--- config.mk ---
export PLATFORM = sky130hd
export DESIGN_NAME = ram_pipe
export DESIGN_NICKNAME = d
export VERILOG_FILES = /design/src/rtl/ram_pipe.sv
export SDC_FILE = /design/constraint.sdc
export NUM_CORES = 1
export LEC_CHECK = 0
export ABC_AREA = 0
export BUFFER_PORTS_ARGS = -buffer_cell sky130_fd_sc_hd__buf_4
export CORE_ASPECT_RATIO = 1.25
export CORE_UTILIZATION = 50
export CTS_CLUSTER_DIAMETER = 80
export DETAILED_ROUTE_END_ITERATION = 10
export MAX_ROUTING_LAYER = met4
export PLACE_DENSITY = 0.77
export SYNTH_ARGS = -nofsm -noshare
export SYNTH_HDL_FRONTEND = slang
export SYNTH_SLANG_ARGS = --single-unit
--- constraint.sdc ---
create_clock -name clk -period 4.3 [get_ports clk]
set_clock_uncertainty 0.1 [all_clocks]
set_input_delay 0.43 -clock clk [delete_from_list [all_inputs] [get_ports clk]]
set_output_delay 0.43 -clock clk [all_outputs]
set_load 0.02 [all_outputs]
--- src/rtl/ram_pipe.sv ---
// ram_pipe: single-port, byte-maskable RAM with a fixed-latency read pipeline
// and a self-sequenced zero-fill (clear) engine.
//
// Ports:
//   clk         - rising-edge clock for all state
//   rst_n       - synchronous active-low reset
//   req_valid   - request present
//   req_ready   - request accepted this cycle when high together with req_valid
//   addr        - word address
//   wen         - 1 = write, 0 = read
//   be          - per-byte write enable (ignored on reads)
//   data_in     - write data
//   clr         - single-cycle pulse requesting a runtime zero-fill
//   rsp_valid   - one-cycle pulse per read, READ_LATENCY cycles after accept
//   data_out    - read data, held between responses
//   busy        - high while a clear is in progress
//   dbg_state_o - current FSM state (0 = CLEAR, 1 = IDLE)
//
// Handshake: a request transfers on a rising edge where req_valid && req_ready.
// req_ready is combinational, high only in IDLE with no clr pulse present, and
// does not depend on req_valid. Responses have no backpressure.

module ram_pipe #(
    parameter int BIT_SIZE       = 1024,
    parameter int BIT_DEPTH      = 8,
    parameter int READ_LATENCY   = 1,
    parameter int CLEAR_ON_RESET = 1,
    localparam int WORDS = BIT_SIZE / BIT_DEPTH,
    localparam int AW    = (WORDS > 1) ? $clog2(WORDS) : 1,
    localparam int LANES = BIT_DEPTH / 8
) (
    input  logic                 clk,
    input  logic                 rst_n,
    input  logic                 req_valid,
    output logic                 req_ready,
    input  logic [AW-1:0]        addr,
    input  logic                 wen,
    input  logic [LANES-1:0]     be,
    input  logic [BIT_DEPTH-1:0] data_in,
    input  logic                 clr,
    output logic                 rsp_valid,
    output logic [BIT_DEPTH-1:0] data_out,
    output logic                 busy,
    output logic                 dbg_state_o
);

    typedef enum logic {
        ST_CLEAR = 1'b0,
        ST_IDLE  = 1'b1
    } state_e;

    localparam state_e          RST_STATE = (CLEAR_ON_RESET != 0) ? ST_CLEAR : ST_IDLE;
    localparam logic [AW-1:0]   LAST_ADDR = AW'(WORDS - 1);

    state_e               state_q, state_d;
    logic [AW-1:0]        clr_cnt_q, clr_cnt_d;

    logic                 accept;
    logic                 wr_accept;
    logic                 rd_accept;
    logic [BIT_DEPTH-1:0] rd_word;
    logic                 rsp_valid_q;
    logic [BIT_DEPTH-1:0] data_out_q;

    logic [BIT_DEPTH-1:0] mem_q [WORDS];

    // clr has priority over a request presented in the same IDLE cycle.
    assign req_ready   = (state_q == ST_IDLE) && !clr;
    assign accept      = req_valid && req_ready;
    assign wr_accept   = accept && wen;
    assign rd_accept   = accept && !wen;
    assign busy        = (state_q == ST_CLEAR);
    assign dbg_state_o = state_q;
    assign rsp_valid   = rsp_valid_q;
    assign data_out    = data_out_q;

    // ------------------------------------------------------------------
    // Control FSM
    // ------------------------------------------------------------------
    always_ff @(posedge clk) begin
        if (!rst_n) begin
            state_q   <= RST_STATE;
            clr_cnt_q <= '0;
        end else begin
            state_q   <= state_d;
            clr_cnt_q <= clr_cnt_d;
        end
    end

    always_comb begin
        state_d   = state_q;
        clr_cnt_d = clr_cnt_q;
        case (state_q)
            ST_CLEAR: begin
                // One word zeroed per cycle; leave on the edge that writes the top word.
                clr_cnt_d = clr_cnt_q + 1'b1;
                if (clr_cnt_q == LAST_ADDR) begin
                    state_d   = ST_IDLE;
                    clr_cnt_d = '0;
                end
            end
            ST_IDLE: begin
                if (clr) begin
                    state_d   = ST_CLEAR;
                    clr_cnt_d = '0;
                end
            end
            default: begin
                state_d   = RST_STATE;
                clr_cnt_d = '0;
            end
        endcase
    end

    // ------------------------------------------------------------------
    // Storage. Clear and request writes are exclusive because req_ready is
    // low throughout CLEAR. The array itself is not reset.
    // ------------------------------------------------------------------
    always_ff @(posedge clk) begin
        if (rst_n) begin
            if (state_q == ST_CLEAR) begin
                mem_q[clr_cnt_q] <= '0;
            end else if (wr_accept) begin
                for (int k = 0; k < LANES; k++) begin
                    if (be[k]) begin
                        mem_q[addr][8*k +: 8] <= data_in[8*k +: 8];
                    end
                end
            end
        end
    end

    // Read data is captured at the accept edge, so a clear that starts
    // afterwards cannot disturb a read already in the pipeline.
    assign rd_word = mem_q[addr];

    generate
        if (READ_LATENCY == 2) begin : g_lat2
            logic                 s1_valid_q;
            logic [BIT_DEPTH-1:0] s1_data_q;

            always_ff @(posedge clk) begin
                if (!rst_n) begin
                    s1_valid_q  <= 1'b0;
                    s1_data_q   <= '0;
                    rsp_valid_q <= 1'b0;
                    data_out_q  <= '0;
                end else begin
                    s1_valid_q  <= rd_accept;
                    if (rd_accept) begin
                        s1_data_q <= rd_word;
                    end
                    rsp_valid_q <= s1_valid_q;
                    if (s1_valid_q) begin
                        data_out_q <= s1_data_q;
                    end
                end
            end
        end else begin : g_lat1
            always_ff @(posedge clk) begin
                if (!rst_n) begin
                    rsp_valid_q <= 1'b0;
                    data_out_q  <= '0;
                end else begin
                    rsp_valid_q <= rd_accept;
                    if (rd_accept) begin
                        data_out_q <= rd_word;
                    end
                end
            end
        end
    endgenerate

endmodule

==> results.json <==
{
  "seq_area_frac_synth_pct": 75.5,
  "async_reset_ff_share_pct": 0,
  "yosys.area.top_type_share_pct": 74.6,
  "die_h_um": 323,
  "slowest_stage": "nor2_1",
  "setup_viol": 0,
  "peakVddDrop_uv": 311,
  "clock_latency_ns": 0.70,
  "power_uw": 20400,
  "syn_area_per_cell_um2": 19.6,
  "path_clk_slew_ns": 0.06,
  "worstReg2RegStart": "dbg_state_o",
  "path_buf_inv": 4,
  "slew_headroom_pct": 25.5,
  "cts_resized": 0,
  "pwr_density_cell_nw_per_um2": 439,
  "regToRegEndpoint": "mem_q[38][6]",
  "routed_via_density": 6.34,
  "clockRootBuffer": "clkbuf_16",
  "place.gp.congestion": 0.970,
  "holdCritPathClass": "in -> reg",
  "rows": 117,
  "worst_slew_pin_slew_ns": 1.12,
  "fillers": 5737,
  "netlist_instances": 2104,
  "post_drt_wl_per_cell_um": 28.9,
  "synth-edff-count": 1024,
  "crit_required_ns": 4.50,
  "die_w_um": 259,
  "place_ws_ns": 0.627,
  "timing.fmax_ghz": 0.276,
  "met2WireLength_um": 47400,
  "die_area_um2": 83600,
  "track_usage_pct": 24.3,
  "cpMostUsedCell": "buf_4",
  "synth_warnings": 0,
  "outcome": "finished, final reports clean",
  "crit_family": "simple AND/OR/NAND/NOR gates",
  "drv_cap": 0,
  "syn_to_final_growth_pct": 12.4,
  "hold_end": "clr_cnt_q[3]",
  "slew_violations": 0,
  "setup_ws_ns": 0.671,
  "synth_area_leaders": "edfxtp_1 (75%), mux4_2 (9.9%), mux2i_1 (3.7%), a22oi_1 (1.6%), nor2_1 (1.4%)",
  "syn_nets": 2126,
  "drt_iter0_markers": 2456,
  "hold_violations": 0,
  "cp_cell_sequence": "dlygate4sd3_1, buf_4, nand2b_1, nor2_2, buf_4, a22o_1, nand2b_1, buf_4, nor2_1",
  "num_vias": 21400,
  "dr_wl_met3_um": 9200,
  "drt-pass1-iter-count": 6,
  "cp-end-kind": "flip-flop",
  "mostFrequentLayoutCell": "edfxtp_1",
  "syn_area_um2": 41200,
  "numCtsBuffers": 94,
  "drc": 0,
  "place_area_um2": 43000,
  "finalWirelength_um": 97500,
  "htree_levels": 3,
  "period_needed_ns": 3.63,
  "synth_seq_cells": 1041,
  "synth_cell_types": 56,
  "hpwl_um": 61400,
  "antenna_found_initial": 1,
  "start_util_pct": 50.5,
  "grt_pass1_wl_um": 142000,
  "met1Wirelength_um": 35400,
  "drtAntennaViolNets": 0,
  "fin_nets": 2242,
  "most-common-layout-cells": "edfxtp_1 (1024), mux4_2 (181), nor2_1 (154)",
  "whs_ns": 0.126,
  "core_area_um2": 81500,
  "worstPathMaxFanout": 29,
  "ys.flop_type": "edfxtp_1",
  "cts_buffer_depth": 3,
  "critPathLaunchType": "primary input",
  "synth_top_area_cell": "edfxtp_1",
  "cp.arrival_ns": 3.83,
  "cts_tree": "yes",
  "io_pins": 33,
  "worst-path-stages": 9,
  "grt_max_degree": 129,
  "fin_crit_sh_pct": 84.4,
  "tns_ns": 0,
  "port_buffers": 32,
  "holdPathStages": 3,
  "reg2reg_depth": 7,
  "leakage_uw": 0.0149,
  "grt_pass1_vias": 21500,
  "routed.top_layer": "met4",
  "rrSetupSlack_ns": 0.84,
  "hold_start": "rst_n",
  "drive_gt1_share_pct": 22.7,
  "rsz0062_at_grt": "false",
  "worstSetupPathType": "in -> reg",
  "cts.sinks": 1041,
  "grt.overflow.total": 0,
  "design_area_um2": 46300,
  "max_stage_delay_ns": 0.55
}
metrics by stage:
| stage | cells | utilization, % |
|---|---|---|
| after floorplan | 2104 | - |
| after detailed placement | 3194 | 52.8 |
| final | 3374 | 56.8 |
| after CTS | 3373 | 56.8 |
| after global routing | 3374 | 56.8 |
| after global placement | 3194 | 52.8 |
timing repair:
action	4_1_cts	5_1_grt
hold buffers	1	0
endpoints found under the hold margin	1	0
setup buffers	0	0
worst max-delay path by stage:
stage	start	to	slack, ns
2_1_floorplan	dbg_state_o	mem_q[0][0]	0.58
3_3_place_gp	clr	mem_q[38][1]	0.71
3_5_place_dp	clr	mem_q[38][6]	0.63
4_1_cts	clr	mem_q[38][6]	0.78
5_1_grt	clr	mem_q[38][6]	0.62
6_report	clr	mem_q[38][6]	0.67
worst reg2reg max path: cells and delay by family, from the launching register on:
| family | cells | cell delay [ns] |
|---|---|---|
| simple gates | 4 | 1.58 |
| flops | 1 | 0.33 |
| buf+inv | 2 | 0.78 |
| compound gates | 1 | 0.26 |
layer usage:
metal,track usage [%],up-vias
met1,30.1,11000
met2,38.3,1245
met3,4.82,290
met4,12.7,0
met5,-,-
li1,-,8836
synth_stat cells, types with 2 or more instances:
cell type	count
nand3_1	20
nand2b_1	21
a211oi_1	10
nor3b_1	4
inv_1	6
buf_1	12
clkbuf_1	41
nor4_2	3
nor2b_1	14
o311ai_0	5
mux2_2	7
a32oi_1	2
nor4_1	3
nor2_1	156
and2_1	17
buf_4	17
a21o_1	8
o21ai_0	28
a22oi_1	88
a22o_1	7
a2111oi_1	4
nor3_2	3
a31oi_1	15
or2_2	13
o21a_1	6
o22ai_1	5
mux4_1	12
a2111oi_0	5
buf_6	15
o2111ai_1	2
clkbuf_4	2
edfxtp_1	1024
a41oi_1	2
nand4_1	6
mux2i_1	151
nor3_1	12
buf_12	7
mux4_2	181
a21oi_1	36
nand2_1	57
dfxtp_1	17
buf_2	36
a221oi_1	11
power breakdown:
| part | switching, µW | leakage, µW | internal (µW) | total, µW |
|---|---|---|---|---|
| logic | 403 | 0.00376 | 247 | 650 |
| clock network | 3780 | 0.00156 | 4930 | 8710 |
| registers | 9.63 | 0.00960 | 11000 | 11000 |
| total | 4190 | 0.0149 | 16200 | 20400 |
state kept, by name, summed over array words and instances, names as in the netlist:
| signal | count |
|---|---|
| rsp_valid | 1 |
| clr_cnt_q | 7 |
| data_out | 8 |
| dbg_state_o | 1 |
| mem_q | 1024 |
kinds of logic (layout without fill, tap and decap cells):
group / count (synthesis) / in the layout / share of synthesized area, %
mux: 351 / 351 / 14.5
buf+inv: 137 / 335 / 2.11
simple gates: 334 / 334 / 3.78
flops: 1041 / 1041 / 75.5
other cells: 0 / 1 / 0
fa+ha+maj: 1 / 1 / 0.0304
compound gates: 240 / 240 / 4.10
cell type report:
cell class / count / area (µm²) / share of cell area, %
Sequential cell: 1041 / 31100 / 67.1
Multi-Input combinational cell: 926 / 9290 / 20.1
Clock buffer: 113 / 2450 / 5.30
Tap cell: 1071 / 1340 / 2.89
Timing Repair Buffer: 151 / 1310 / 2.83
Clock inverter: 65 / 801 / 1.73
Inverter: 6 / 22.5 / 0.0486
Antenna cell: 1 / 2.50 / 0.00540
Note: power is estimated with default switching activity, not from simulation.
